==> src/rtl/gumnut_port_pkg.sv <==
// Shared register map, field positions and types for the Gumnut receive port.
// Offsets are relative to the block's BASE_ADDR.
package gumnut_port_pkg;

    localparam int CNT_W = 5;

    localparam logic [1:0] REG_DATA   = 2'd0;
    localparam logic [1:0] REG_STATUS = 2'd1;
    localparam logic [1:0] REG_CTRL   = 2'd2;
    localparam logic [7:0] REG_SPAN   = 8'd3;

    localparam int STAT_OVR   = 7;
    localparam int STAT_FULL  = 6;
    localparam int STAT_EMPTY = 5;

    localparam int CTRL_INT_EN = 0;
    localparam int CTRL_FLUSH  = 1;

    typedef struct packed {
        logic             ovr;
        logic             full;
        logic             empty;
        logic [CNT_W-1:0] cnt;
    } status_t;

    typedef enum logic [1:0] {
        INT_IDLE       = 2'd0,
        INT_REQ        = 2'd1,
        INT_WAIT_DRAIN = 2'd2
    } int_state_e;

endpackage

==> src/rtl/gumnut_sync_fifo.sv <==
// Register-array synchronous FIFO with flush; head is the oldest entry.
// Latency: push visible in count/head the edge after; flush wins over push/pop.
// Backpressure: push ignored when full, pop ignored when empty (both sampled pre-edge).
module gumnut_sync_fifo
    import gumnut_port_pkg::*;
#(
    parameter int WIDTH = 8,
    parameter int DEPTH = 16
) (
    input  logic             clk_i,
    input  logic             rst_i,
    input  logic             push,
    input  logic             pop,
    input  logic             flush,
    input  logic [WIDTH-1:0] din,
    output logic [WIDTH-1:0] head,
    output logic [CNT_W-1:0] count,
    output logic             full,
    output logic             empty
);

    localparam int AW = (DEPTH > 1) ? $clog2(DEPTH) : 1;

    logic [WIDTH-1:0] mem [DEPTH];
    logic [AW-1:0]    wr_ptr;
    logic [AW-1:0]    rd_ptr;
    logic             do_push;
    logic             do_pop;

    assign full    = (count == CNT_W'(DEPTH));
    assign empty   = (count == '0);
    assign do_push = push & ~full & ~flush;
    assign do_pop  = pop & ~empty & ~flush;
    assign head    = mem[rd_ptr];

    always_ff @(posedge clk_i) begin
        if (do_push) begin
            mem[wr_ptr] <= din;
        end
    end

    // Pointers are exactly log2(DEPTH) bits so they wrap modulo DEPTH for free.
    always_ff @(posedge clk_i or negedge rst_i) begin
        if (!rst_i) begin
            wr_ptr <= '0;
            rd_ptr <= '0;
            count  <= '0;
        end else if (flush) begin
            wr_ptr <= '0;
            rd_ptr <= '0;
            count  <= '0;
        end else begin
            if (do_push) begin
                wr_ptr <= wr_ptr + 1'b1;
            end
            if (do_pop) begin
                rd_ptr <= rd_ptr + 1'b1;
            end
            case ({do_push, do_pop})
                2'b10:   count <= count + 1'b1;
                2'b01:   count <= count - 1'b1;
                default: count <= count;
            endcase
        end
    end

endmodule

==> src/rtl/gumnut_rx_port_fifo.sv <==
// Gumnut port-bus receive peripheral: byte FIFO behind DATA/STATUS/CTRL with threshold IRQ.
// Latency: one-cycle registered ack, readback and side effects commit on the ack edge.
// Backpressure: src_ready_o = !full; bytes offered while full are dropped and flag overrun.
module gumnut_rx_port_fifo
    import gumnut_port_pkg::*;
#(
    parameter logic [7:0] BASE_ADDR = 8'h10,
    parameter int         DEPTH     = 16,
    parameter int         THRESH    = 4
) (
    input  logic       clk_i,
    input  logic       rst_i,
    input  logic       port_cyc_i,
    input  logic       port_stb_i,
    input  logic       port_we_i,
    output logic       port_ack_o,
    input  logic [7:0] port_adr_i,
    input  logic [7:0] port_dat_i,
    output logic [7:0] port_dat_o,
    output logic       int_req_o,
    input  logic       int_ack_i,
    input  logic       src_valid_i,
    input  logic [7:0] src_data_i,
    output logic       src_ready_o
);

    logic [7:0]       offset;
    logic             hit;
    logic             rd_hit;
    logic             wr_hit;
    logic             data_rd;
    logic             status_rd;
    logic             ctrl_wr;
    logic             flush;
    logic             ovr_set;
    logic             fifo_pop;
    logic [7:0]       fifo_head;
    logic [CNT_W-1:0] fifo_count;
    logic             fifo_full;
    logic             fifo_empty;
    logic             above_thresh;
    logic             rearm_wr;
    logic [7:0]       rd_value;
    logic             ovr_q;
    logic             int_en_q;
    status_t          status;
    int_state_e       int_state_q;
    int_state_e       int_state_d;
    logic             unused_dat;

    // Unsigned wrap makes addresses below BASE_ADDR fall outside the window too.
    assign offset  = port_adr_i - BASE_ADDR;
    assign hit     = port_cyc_i & port_stb_i & (offset < REG_SPAN) & ~port_ack_o;
    assign rd_hit  = hit & ~port_we_i;
    assign wr_hit  = hit & port_we_i;

    assign data_rd   = rd_hit & (offset[1:0] == REG_DATA);
    assign status_rd = rd_hit & (offset[1:0] == REG_STATUS);
    assign ctrl_wr   = wr_hit & (offset[1:0] == REG_CTRL);
    assign flush     = ctrl_wr & port_dat_i[CTRL_FLUSH];
    assign rearm_wr  = ctrl_wr & ~port_dat_i[CTRL_INT_EN];
    assign fifo_pop  = data_rd;

    // Overrun uses the pre-edge full flag; a byte lost to a flush is not an overrun.
    assign ovr_set = src_valid_i & fifo_full & ~flush;

    assign src_ready_o  = ~fifo_full;
    assign above_thresh = (fifo_count >= CNT_W'(THRESH));
    assign int_req_o    = (int_state_q == INT_REQ);
    assign unused_dat   = ^port_dat_i[7:2];

    gumnut_sync_fifo #(
        .WIDTH (8),
        .DEPTH (DEPTH)
    ) u_fifo (
        .clk_i (clk_i),
        .rst_i (rst_i),
        .push  (src_valid_i),
        .pop   (fifo_pop),
        .flush (flush),
        .din   (src_data_i),
        .head  (fifo_head),
        .count (fifo_count),
        .full  (fifo_full),
        .empty (fifo_empty)
    );

    always_comb begin
        status.ovr   = ovr_q;
        status.full  = fifo_full;
        status.empty = fifo_empty;
        status.cnt   = fifo_count;
    end

    always_comb begin
        rd_value = 8'h00;
        case (offset[1:0])
            REG_DATA:   rd_value = fifo_empty ? 8'h00 : fifo_head;
            REG_STATUS: rd_value = status;
            REG_CTRL:   rd_value = {7'b0, int_en_q};
            default:    rd_value = 8'h00;
        endcase
    end

    always_ff @(posedge clk_i or negedge rst_i) begin
        if (!rst_i) begin
            port_ack_o <= 1'b0;
            port_dat_o <= 8'h00;
            int_en_q   <= 1'b0;
            ovr_q      <= 1'b0;
        end else begin
            port_ack_o <= hit;
            if (rd_hit) begin
                port_dat_o <= rd_value;
            end else if (wr_hit) begin
                port_dat_o <= 8'h00;
            end
            if (ctrl_wr) begin
                int_en_q <= port_dat_i[CTRL_INT_EN];
            end
            ovr_q <= ovr_set | (ovr_q & ~status_rd);
        end
    end

    always_ff @(posedge clk_i or negedge rst_i) begin
        if (!rst_i) begin
            int_state_q <= INT_IDLE;
        end else begin
            int_state_q <= int_state_d;
        end
    end

    // IDLE is "armed"; WAIT_DRAIN holds off re-requests until the level drops.
    always_comb begin
        int_state_d = int_state_q;
        case (int_state_q)
            INT_IDLE: begin
                if (int_ack_i) begin
                    int_state_d = above_thresh ? INT_WAIT_DRAIN : INT_IDLE;
                end else if (int_en_q && above_thresh) begin
                    int_state_d = INT_REQ;
                end
            end
            INT_REQ: begin
                if (int_ack_i) begin
                    int_state_d = INT_WAIT_DRAIN;
                end else if (!int_en_q) begin
                    int_state_d = INT_IDLE;
                end
            end
            INT_WAIT_DRAIN: begin
                if (!above_thresh || rearm_wr) begin
                    int_state_d = INT_IDLE;
                end
            end
            default: int_state_d = INT_IDLE;
        endcase
    end

endmodule

==> config.mk <==
export PLATFORM = sky130hd
export DESIGN_NAME = gumnut_rx_port_fifo
export DESIGN_NICKNAME = d
export VERILOG_FILES = /design/src/rtl/gumnut_port_pkg.sv /design/src/rtl/gumnut_sync_fifo.sv /design/src/rtl/gumnut_rx_port_fifo.sv
export SDC_FILE = /design/constraint.sdc
export NUM_CORES = 1
export LEC_CHECK = 0
export CORE_ASPECT_RATIO = 0.6
export CORE_MARGIN = 2
export CORE_UTILIZATION = 50
export CTS_CLUSTER_SIZE = 28
export DETAILED_ROUTE_END_ITERATION = 16
export PLACE_DENSITY_LB_ADDON = 0.2
export SYNTH_ARGS = -nofsm -noshare
export SYNTH_HDL_FRONTEND = slang
export SYNTH_SLANG_ARGS = --single-unit
==> constraint.sdc <==
create_clock -name clk_i -period 4.9 [get_ports clk_i]
set_clock_uncertainty 0.1 [all_clocks]
set_input_delay 0.735 -clock clk_i [delete_from_list [all_inputs] [get_ports clk_i]]
set_output_delay 0.735 -clock clk_i [all_outputs]
set_load 0.01 [all_outputs]
* Yosys cells after proc, flatten, opt, wreduce, memory -nomap -nowiden
Memories as Yosys holds them, arrays and structs flattened. Index checks and enable logic that the tools add are counted.
Operators by class: add/subtract/negate cells 5, $mul 0, div/mod/pow operators 0, order comparisons 2, equal/unequal tests 10, shifts and indexed selects 0, mux-type cells 19, bitwise operators 25, reductions and logical operators 11
Operators with widths (number):
- 8-bit two-way mux | 3
- 8-bit case mux with 3 select lines | 1
- 1-bit bitwise AND | 17
- 4-bit two-way mux | 4
- 2-bit two-way mux | 6
- 5-bit case mux with 2 select lines | 1
- 4-bit by 1-bit adder with 4-bit output, second input constant | 2
- 8-bit by 2-bit < comparator with 1-bit output, second input constant | 1
- 8-bit by 5-bit subtractor with 8-bit output, second input constant | 1
- 1-bit inverter | 7
- 2-bit by 1-bit == test with 1-bit output, second input constant | 3
- 2-bit == test, second input constant | 3
- 3-bit inequality test, second input constant | 2
- 2-bit case mux with 3 select lines | 1
- 2-bit nonzero test | 3
- 5-bit by 1-bit adder with 5-bit output, second input constant | 1
- 5-bit == test, second input constant | 1
- 5-bit by 3-bit >= comparator with 1-bit output, second input constant | 1
- 5-bit zero test | 1
- 5-bit two-way mux | 1
- 5-bit by 1-bit subtractor with 5-bit output, second input constant | 1
- 2-bit zero test | 2
- 3-bit AND reduction | 1
- 3-bit nonzero test | 1
- 6 further kinds | 7
Storage, ports and cells: flip-flop bits (word level) 26, bits in latches 0, memory bits (writable) 128, bits in read-only memories 0, bits of input ports 31, output and inout port bits 11, word-level logic and storage cells 81, memories kept 1
Memories:
- u_fifo.mem | depth 16, width 8, read ports 1, clocked after memory_dff 0, wr ports 1, RTL line gumnut_sync_fifo.sv:24 | logic [WIDTH-1:0] mem [DEPTH];

* Depth between registers and ports, before layout
depth after elaboration 12, depth in mapped cells 11, depth with buffers taken out 9

* Cells and area by module
Synthesis repeated with hierarchy kept, for this count alone.
Second synthesis, totals: cell total of the unflattened synthesis 460, area, all modules 6809.0 µm²
By module, submodules not included:
- gumnut_sync_fifo | instances 1, cells an instance 356, area each 5850.6 µm², sequential area each 4169.0 µm²
- gumnut_rx_port_fifo | instances 1, cells an instance 104, area each 958.4 µm², sequential area each 325.3 µm²

* Least setup slack after synthesis
Ideal clock, no wire load.
path kind input to register, start point input port port_adr_i[7], end point register u_fifo.count[4], setup time 92 ps, arrival time 2463 ps, required time 4708 ps, path slack 2245 ps, cell stages on the path 9, path buffers 0, cell sequence nor4b_2 -> nand4_2 -> nor3_4 -> xor2_1 -> ha_1 -> and2_1 -> nand3_1 -> o221a_1 -> o31ai_2
On the way: cells in the longest elaborated chain, start to end 12, elaborated cells between the ends (all ways) 18, classes of those cells add/sub (1); order compare (1); eq/ne (2); mux (2); bitwise (11); reduce/logical (1)
Ends and longest elaborated chain:
- start: declaration | RTL line gumnut_rx_port_fifo.sv:17 | input logic [7:0] port_adr_i,
- 8-bit by 5-bit subtractor with 8-bit output * | RTL line gumnut_rx_port_fifo.sv:52 | assign offset = port_adr_i - BASE_ADDR;
- 8-bit by 2-bit < comparator with 1-bit output * | RTL line gumnut_rx_port_fifo.sv:53 | assign hit = port_cyc_i & port_stb_i & (offset < REG_SPAN) & ~port_ack_o;
- 1-bit bitwise AND * (2 in a row) | RTL line gumnut_rx_port_fifo.sv:53
- 1-bit bitwise AND | RTL line gumnut_rx_port_fifo.sv:55 | assign wr_hit = hit & port_we_i;
- 1-bit bitwise AND | RTL line gumnut_rx_port_fifo.sv:59 | assign ctrl_wr = wr_hit & (offset[1:0] == REG_CTRL);
- 1-bit bitwise AND | RTL line gumnut_rx_port_fifo.sv:60 | assign flush = ctrl_wr & port_dat_i[CTRL_FLUSH];
- 1-bit inverter | RTL line gumnut_sync_fifo.sv:32, gumnut_sync_fifo.sv:33
- 1-bit bitwise AND (on tied branches) | RTL line gumnut_sync_fifo.sv:33, gumnut_sync_fifo.sv:32
- 2-bit by 1-bit == test with 1-bit output / 2-bit == test (equally long branches) | RTL line gumnut_sync_fifo.sv:59 | case ({do_push, do_pop})
- 5-bit case mux with 2 select lines | RTL line gumnut_sync_fifo.sv:59
- 5-bit two-way mux | RTL line gumnut_sync_fifo.sv:48 | end else if (flush) begin
- end signal: assignment | RTL line gumnut_sync_fifo.sv:60 | 2'b10: count <= count + 1'b1;
- end signal: assignment | RTL line gumnut_sync_fifo.sv:61 | 2'b01: count <= count - 1'b1;
- end signal: assignment | RTL line gumnut_sync_fifo.sv:62 | default: count <= count;
- end: declaration | RTL line gumnut_sync_fifo.sv:17 | output logic [CNT_W-1:0] count,
Mark *: on every way between the ends. The rest lies on a longest branch, timed or not. A chain may end at the register's enable or synchronous reset.

* Worst setup path after layout
start point input port port_adr_i[0], end point memory u_fifo.mem[6][2], enable pin
On the way: cells in the longest elaborated chain, start to end 11, elaborated cells between the ends (all ways) 12, classes of those cells add/sub (1); order compare (1); eq/ne (1); mux (2); bitwise (7)
Ends and longest elaborated chain:
- 8-bit by 5-bit subtractor with 8-bit output * | RTL line gumnut_rx_port_fifo.sv:52
- 8-bit by 2-bit < comparator with 1-bit output | RTL line gumnut_rx_port_fifo.sv:53
- 1-bit bitwise AND (2 in a row) | RTL line gumnut_rx_port_fifo.sv:53
- 1-bit bitwise AND | RTL line gumnut_rx_port_fifo.sv:55
- 1-bit bitwise AND * | RTL line gumnut_rx_port_fifo.sv:59
- 1-bit bitwise AND * | RTL line gumnut_rx_port_fifo.sv:60
- 1-bit inverter * | RTL line gumnut_sync_fifo.sv:32 | assign do_push = push & ~full & ~flush;
- 1-bit bitwise AND * | RTL line gumnut_sync_fifo.sv:32
- 1-bit two-way mux * | RTL line gumnut_sync_fifo.sv:37 | if (do_push) begin
- 1-bit two-way mux (not written as such) * | RTL line gumnut_sync_fifo.sv:38 | mem[wr_ptr] <= din;
- end: declaration | RTL line gumnut_sync_fifo.sv:24
Marks and branches as above.

==> impl_metrics.prom <==
# TYPE chip_impl_metric gauge
chip_impl_metric{name="postLayoutCoreUtil",unit="%"} 59.9
chip_impl_metric{name="proportion_of_netlist_area_held_by_the_largest_area_contributor",unit="%"} 58.8
chip_impl_metric{name="final_layout_size_suffix_gt1_share",unit="%"} 15.6
chip_impl_metric{name="synth_seq_area_share",unit="%"} 68.7
chip_impl_metric{name="cts_buffer_depth",unit=""} 2
chip_impl_info{name="holdCritStartpoint",value="port_dat_o[1]"} 1
chip_impl_metric{name="worst-slew-pin-transition",unit="ns"} 1.01
chip_impl_metric{name="die_x",unit="um"} 152
chip_impl_info{name="post_synth_most_frequent_cells",value="sky130_fd_sc_hd__edfxtp_1 (128), sky130_fd_sc_hd__nand2_1 (32), sky130_fd_sc_hd__dfrtp_1 (26), sky130_fd_sc_hd__mux4_2 (24), sky130_fd_sc_hd__a21oi_1 (22)"} 1
chip_impl_metric{name="syn-mean-instance-area",unit="sq um"} 15.9
chip_impl_metric{name="row_count",unit=""} 32
chip_impl_info{name="area_contributors_post_synth",value="sky130_fd_sc_hd__edfxtp_1 (59%), sky130_fd_sc_hd__dfrtp_1 (10%), sky130_fd_sc_hd__mux4_2 (8.3%)"} 1
chip_impl_metric{name="postRouteAntennaNets",unit=""} 0
chip_impl_metric{name="power.switching_fraction",unit="%"} 26.0
chip_impl_metric{name="p_int",unit="mW"} 2.53
chip_impl_info{name="tritoncts",value="yes"} 1
chip_impl_metric{name="cts-buffers-inserted",unit=""} 17
chip_impl_info{name="synth_ff_type",value="sky130_fd_sc_hd__edfxtp_1"} 1
chip_impl_metric{name="max_freq",unit="MHz"} 300
chip_impl_metric{name="total_of_max_cap_violations",unit=""} 0
chip_impl_metric{name="antenna_cells",unit=""} 0
chip_impl_info{name="run_status",value="completed"} 1
chip_impl_metric{name="dr.pass1.iters",unit=""} 5
chip_impl_metric{name="routed_wl",unit="um"} 14600
chip_impl_metric{name="core_outline_area",unit="sq um"} 12800
chip_impl_metric{name="finalSetupViolCount",unit=""} 0
chip_impl_metric{name="via_count_of_the_first_global_routing_pass",unit=""} 3857
chip_impl_metric{name="rrSetupSlack",unit="ns"} 1.81
chip_impl_metric{name="synth_edf_count",unit=""} 128
chip_impl_metric{name="clock_power_share",unit="%"} 37.7
chip_impl_metric{name="num_io_pins",unit=""} 42
chip_impl_metric{name="final_routed_drc_violation_total",unit=""} 0
chip_impl_info{name="worstSetupEndpointType",value="flip-flop"} 1
chip_impl_metric{name="crit_fanout",unit=""} 13
chip_impl_metric{name="port_buf_inserts",unit=""} 35
chip_impl_metric{name="cts.sinks",unit=""} 154
chip_impl_metric{name="floorplan.initialDensity",unit="%"} 51.0
chip_impl_metric{name="fin_tns_setup",unit="ns"} 0
chip_impl_info{name="grt_setup_unrepaired",value="false"} 1
chip_impl_metric{name="placement.cell_area",unit="sq um"} 7070
chip_impl_metric{name="die_area",unit="sq um"} 14000
chip_impl_metric{name="synth.ff_latch_count",unit=""} 154
chip_impl_metric{name="hold_viol_final",unit=""} 0
chip_impl_metric{name="fill_cells",unit=""} 1000
chip_impl_metric{name="finish.instance_area",unit="sq um"} 7670
chip_impl_metric{name="crit_arrival",unit="ns"} 3.29
chip_impl_metric{name="reg2regPathDepth",unit=""} 9
chip_impl_metric{name="layout_min_cycle_time",unit="ns"} 3.34
chip_impl_metric{name="synthArstFlopShare",unit="%"} 16.9
chip_impl_metric{name="worstSkewPairLatency",unit="ns"} 0.42
chip_impl_metric{name="design.final.nets",unit=""} 492
chip_impl_metric{name="antenna_found_initial",unit=""} 0
chip_impl_metric{name="final_min_period_over_clock_period",unit="%"} 68.1
chip_impl_metric{name="maxSlewHeadroom",unit="%"} 32.8
chip_impl_metric{name="ratio_of_routed_vias_to_standard_cells",unit=""} 5.93
chip_impl_metric{name="cts_setup_buffers",unit=""} 0
chip_impl_info{name="yosys.cell_count.top_type",value="sky130_fd_sc_hd__edfxtp_1"} 1
chip_impl_metric{name="hold_fix_buffers_cts",unit=""} 0
chip_impl_metric{name="post_cts_resize_count",unit=""} 0
chip_impl_metric{name="cp_data_required_time",unit="ns"} 4.85
chip_impl_metric{name="total_routing_resource_utilization_after_global_routing",unit="%"} 23.1
chip_impl_info{name="r2r_end",value="u_fifo.count[4]"} 1
chip_impl_metric{name="syn-instance-count",unit=""} 412
chip_impl_metric{name="seqPwrFrac",unit="%"} 49.4
chip_impl_metric{name="synthesis.yosys.warnings",unit=""} 0
chip_impl_metric{name="max-vdd-ir-drop",unit="uV"} 300
chip_impl_info{name="critPathKind",value="in2reg"} 1
chip_impl_metric{name="timing_max_transition_violations_final",unit=""} 0
chip_impl_metric{name="clock_slew_seen_by_the_registers_of_the_worst_setup_and_hold_paths",unit="ns"} 0.06
chip_impl_metric{name="synth_cell_types",unit=""} 50
chip_impl_info{name="setup.worst_path.start_class",value="input port"} 1
chip_impl_metric{name="power.combinational.fraction",unit="%"} 12.8
chip_impl_metric{name="layout-area-overhead-vs-synth",unit="%"} 17.3
chip_impl_metric{name="min_path_cells",unit=""} 1
chip_impl_metric{name="dp.final_hpwl",unit="um"} 9980
chip_impl_info{name="min_path_type",value="reg2reg"} 1
chip_impl_metric{name="cts.htree.levels",unit=""} 4
chip_impl_info{name="startpoint",value="port_adr_i[0]"} 1
chip_impl_metric{name="synth.cell_area",unit="sq um"} 6540
chip_impl_metric{name="vias",unit=""} 3781
chip_impl_info{name="clock_tree.root_cell",value="sky130_fd_sc_hd__clkbuf_16"} 1
chip_impl_metric{name="grt_start_max_net_pins",unit=""} 24
chip_impl_metric{name="power.static_leakage",unit="nW"} 2.62
chip_impl_metric{name="initialDrtViolationCount",unit=""} 344
chip_impl_metric{name="die_height",unit="um"} 92.6
chip_impl_metric{name="power.net_switching",unit="uW"} 889
chip_impl_metric{name="mappedNetlistNets",unit=""} 449
chip_impl_metric{name="place.detailed.instances",unit=""} 606
chip_impl_metric{name="power_density",unit="nW/um^2"} 446
chip_impl_info{name="regToRegStartpoint",value="u_fifo.count[2]"} 1
chip_impl_metric{name="globalRoute.totalOverflow",unit=""} 0
chip_impl_metric{name="globalplace.congestion",unit=""} 0.893
chip_impl_metric{name="instances_no_fill",unit=""} 638
chip_impl_info{name="min_delay_worst_endpoint",value="port_dat_o[1]"} 1
chip_impl_metric{name="post-layout-total-power",unit="mW"} 3.42
chip_impl_metric{name="grt_pass1_wl",unit="um"} 22700
chip_impl_metric{name="routedWlPerCell",unit="um"} 22.9
chip_impl_info{name="yosys.area.top_type",value="sky130_fd_sc_hd__edfxtp_1"} 1
metrics by stage:
stage | hold slack, ns | setup slack [ns]
final | 0.392 | 1.56
after global routing | 0.420 | 1.41
after CTS | 0.396 | 1.61
after detailed placement | 0.383 | 1.17
after global placement | 0.367 | 1.31
after floorplan | 0.339 | 2.24
flip-flops by register name (all words and copies together) (netlist names):
name and flops:
u_fifo.mem 128, port_dat_o 8, u_fifo.count 5, u_fifo.rd_ptr 4
u_fifo.wr_ptr 4, int_state_q 2, int_en_q 1, ovr_q 1
port_ack_o 1
power by group through the flow:
stage / Combinational, mW / Clock [mW] / Sequential (mW)
after floorplan: 0.319 / 0 / 1.65
after global placement: 0.419 / 0 / 1.70
after detailed placement: 0.438 / 0 / 1.71
after CTS: 0.439 / 1.31 / 1.68
after global routing: 0.490 / 1.36 / 1.70
final: 0.438 / 1.29 / 1.69
layout make-up:
class / instances / area [sq um] / area share (%)
Clock buffer: 25 / 551 / 7.18
Tap cell: 170 / 213 / 2.77
Clock inverter: 7 / 47.5 / 0.620
Multi-Input combinational cell: 227 / 1900 / 24.8
Timing Repair Buffer: 45 / 425 / 5.55
Inverter: 10 / 37.5 / 0.489
Sequential cell: 154 / 4500 / 58.6
cell families after synthesis:
| group | count (synthesis) | synth area share [%] |
|---|---|---|
| compound gates | 63 | 6.93 |
| xor+xnor | 7 | 0.938 |
| fa+ha+maj | 6 | 1.15 |
| buf+inv | 31 | 2.20 |
| flops | 154 | 68.7 |
| mux | 43 | 11.2 |
| simple gates | 108 | 8.86 |
per-layer routing:
metal	GRT usage, %	share of wire, %
met1	36.8	50
met4	7.64	0.95
met5	0	0
met2	31.1	42
met3	5.47	6.6
critical path, cell delays in order:
cell,delay [ns]
sky130_fd_sc_hd__clkdlybuf4s50_1,0.57
sky130_fd_sc_hd__nand2_1,0.13
sky130_fd_sc_hd__nand4_2,0.10
sky130_fd_sc_hd__buf_4,0.22
sky130_fd_sc_hd__inv_1,0.07
sky130_fd_sc_hd__and2_1,0.34
sky130_fd_sc_hd__nor4b_1,0.57
sky130_fd_sc_hd__and2_1,0.55
cells in the final DEF, fill, tap and decap left out, types with 4 or more instances in the layout:
| cell type | count |
|---|---|
| sky130_fd_sc_hd__inv_1 | 10 |
| sky130_fd_sc_hd__clkbuf_16 | 21 |
| sky130_fd_sc_hd__nand2_1 | 32 |
| sky130_fd_sc_hd__o21ai_0 | 6 |
| sky130_fd_sc_hd__nor2b_1 | 5 |
| sky130_fd_sc_hd__and2_1 | 16 |
| sky130_fd_sc_hd__clkdlybuf4s50_1 | 35 |
| sky130_fd_sc_hd__nand3_1 | 7 |
| sky130_fd_sc_hd__mux4_2 | 24 |
| sky130_fd_sc_hd__a221oi_1 | 9 |
| sky130_fd_sc_hd__nor3_1 | 4 |
| sky130_fd_sc_hd__dfrtp_1 | 25 |
| sky130_fd_sc_hd__nor2_1 | 19 |
| sky130_fd_sc_hd__buf_4 | 10 |
| sky130_fd_sc_hd__ha_1 | 6 |
| sky130_fd_sc_hd__edfxtp_1 | 128 |
| sky130_fd_sc_hd__and3_1 | 4 |
| sky130_fd_sc_hd__nand4_1 | 7 |
| sky130_fd_sc_hd__mux2i_1 | 18 |
| sky130_fd_sc_hd__xor2_1 | 4 |
| sky130_fd_sc_hd__a21oi_1 | 22 |
worst max path at each step:
stage | end | slack [ns] | depth (start not counted)
floorplan | u_fifo.count[4] | 2.24 | 9
global placement | u_fifo.mem[6][4] | 1.31 | 8
detailed placement | u_fifo.mem[4][0] | 1.17 | 8
CTS | u_fifo.mem[4][6] | 1.61 | 8
global route | u_fifo.mem[11][7] | 1.41 | 8
finish | u_fifo.mem[6][2] | 1.56 | 8
(Power assumes the default switching activity.)
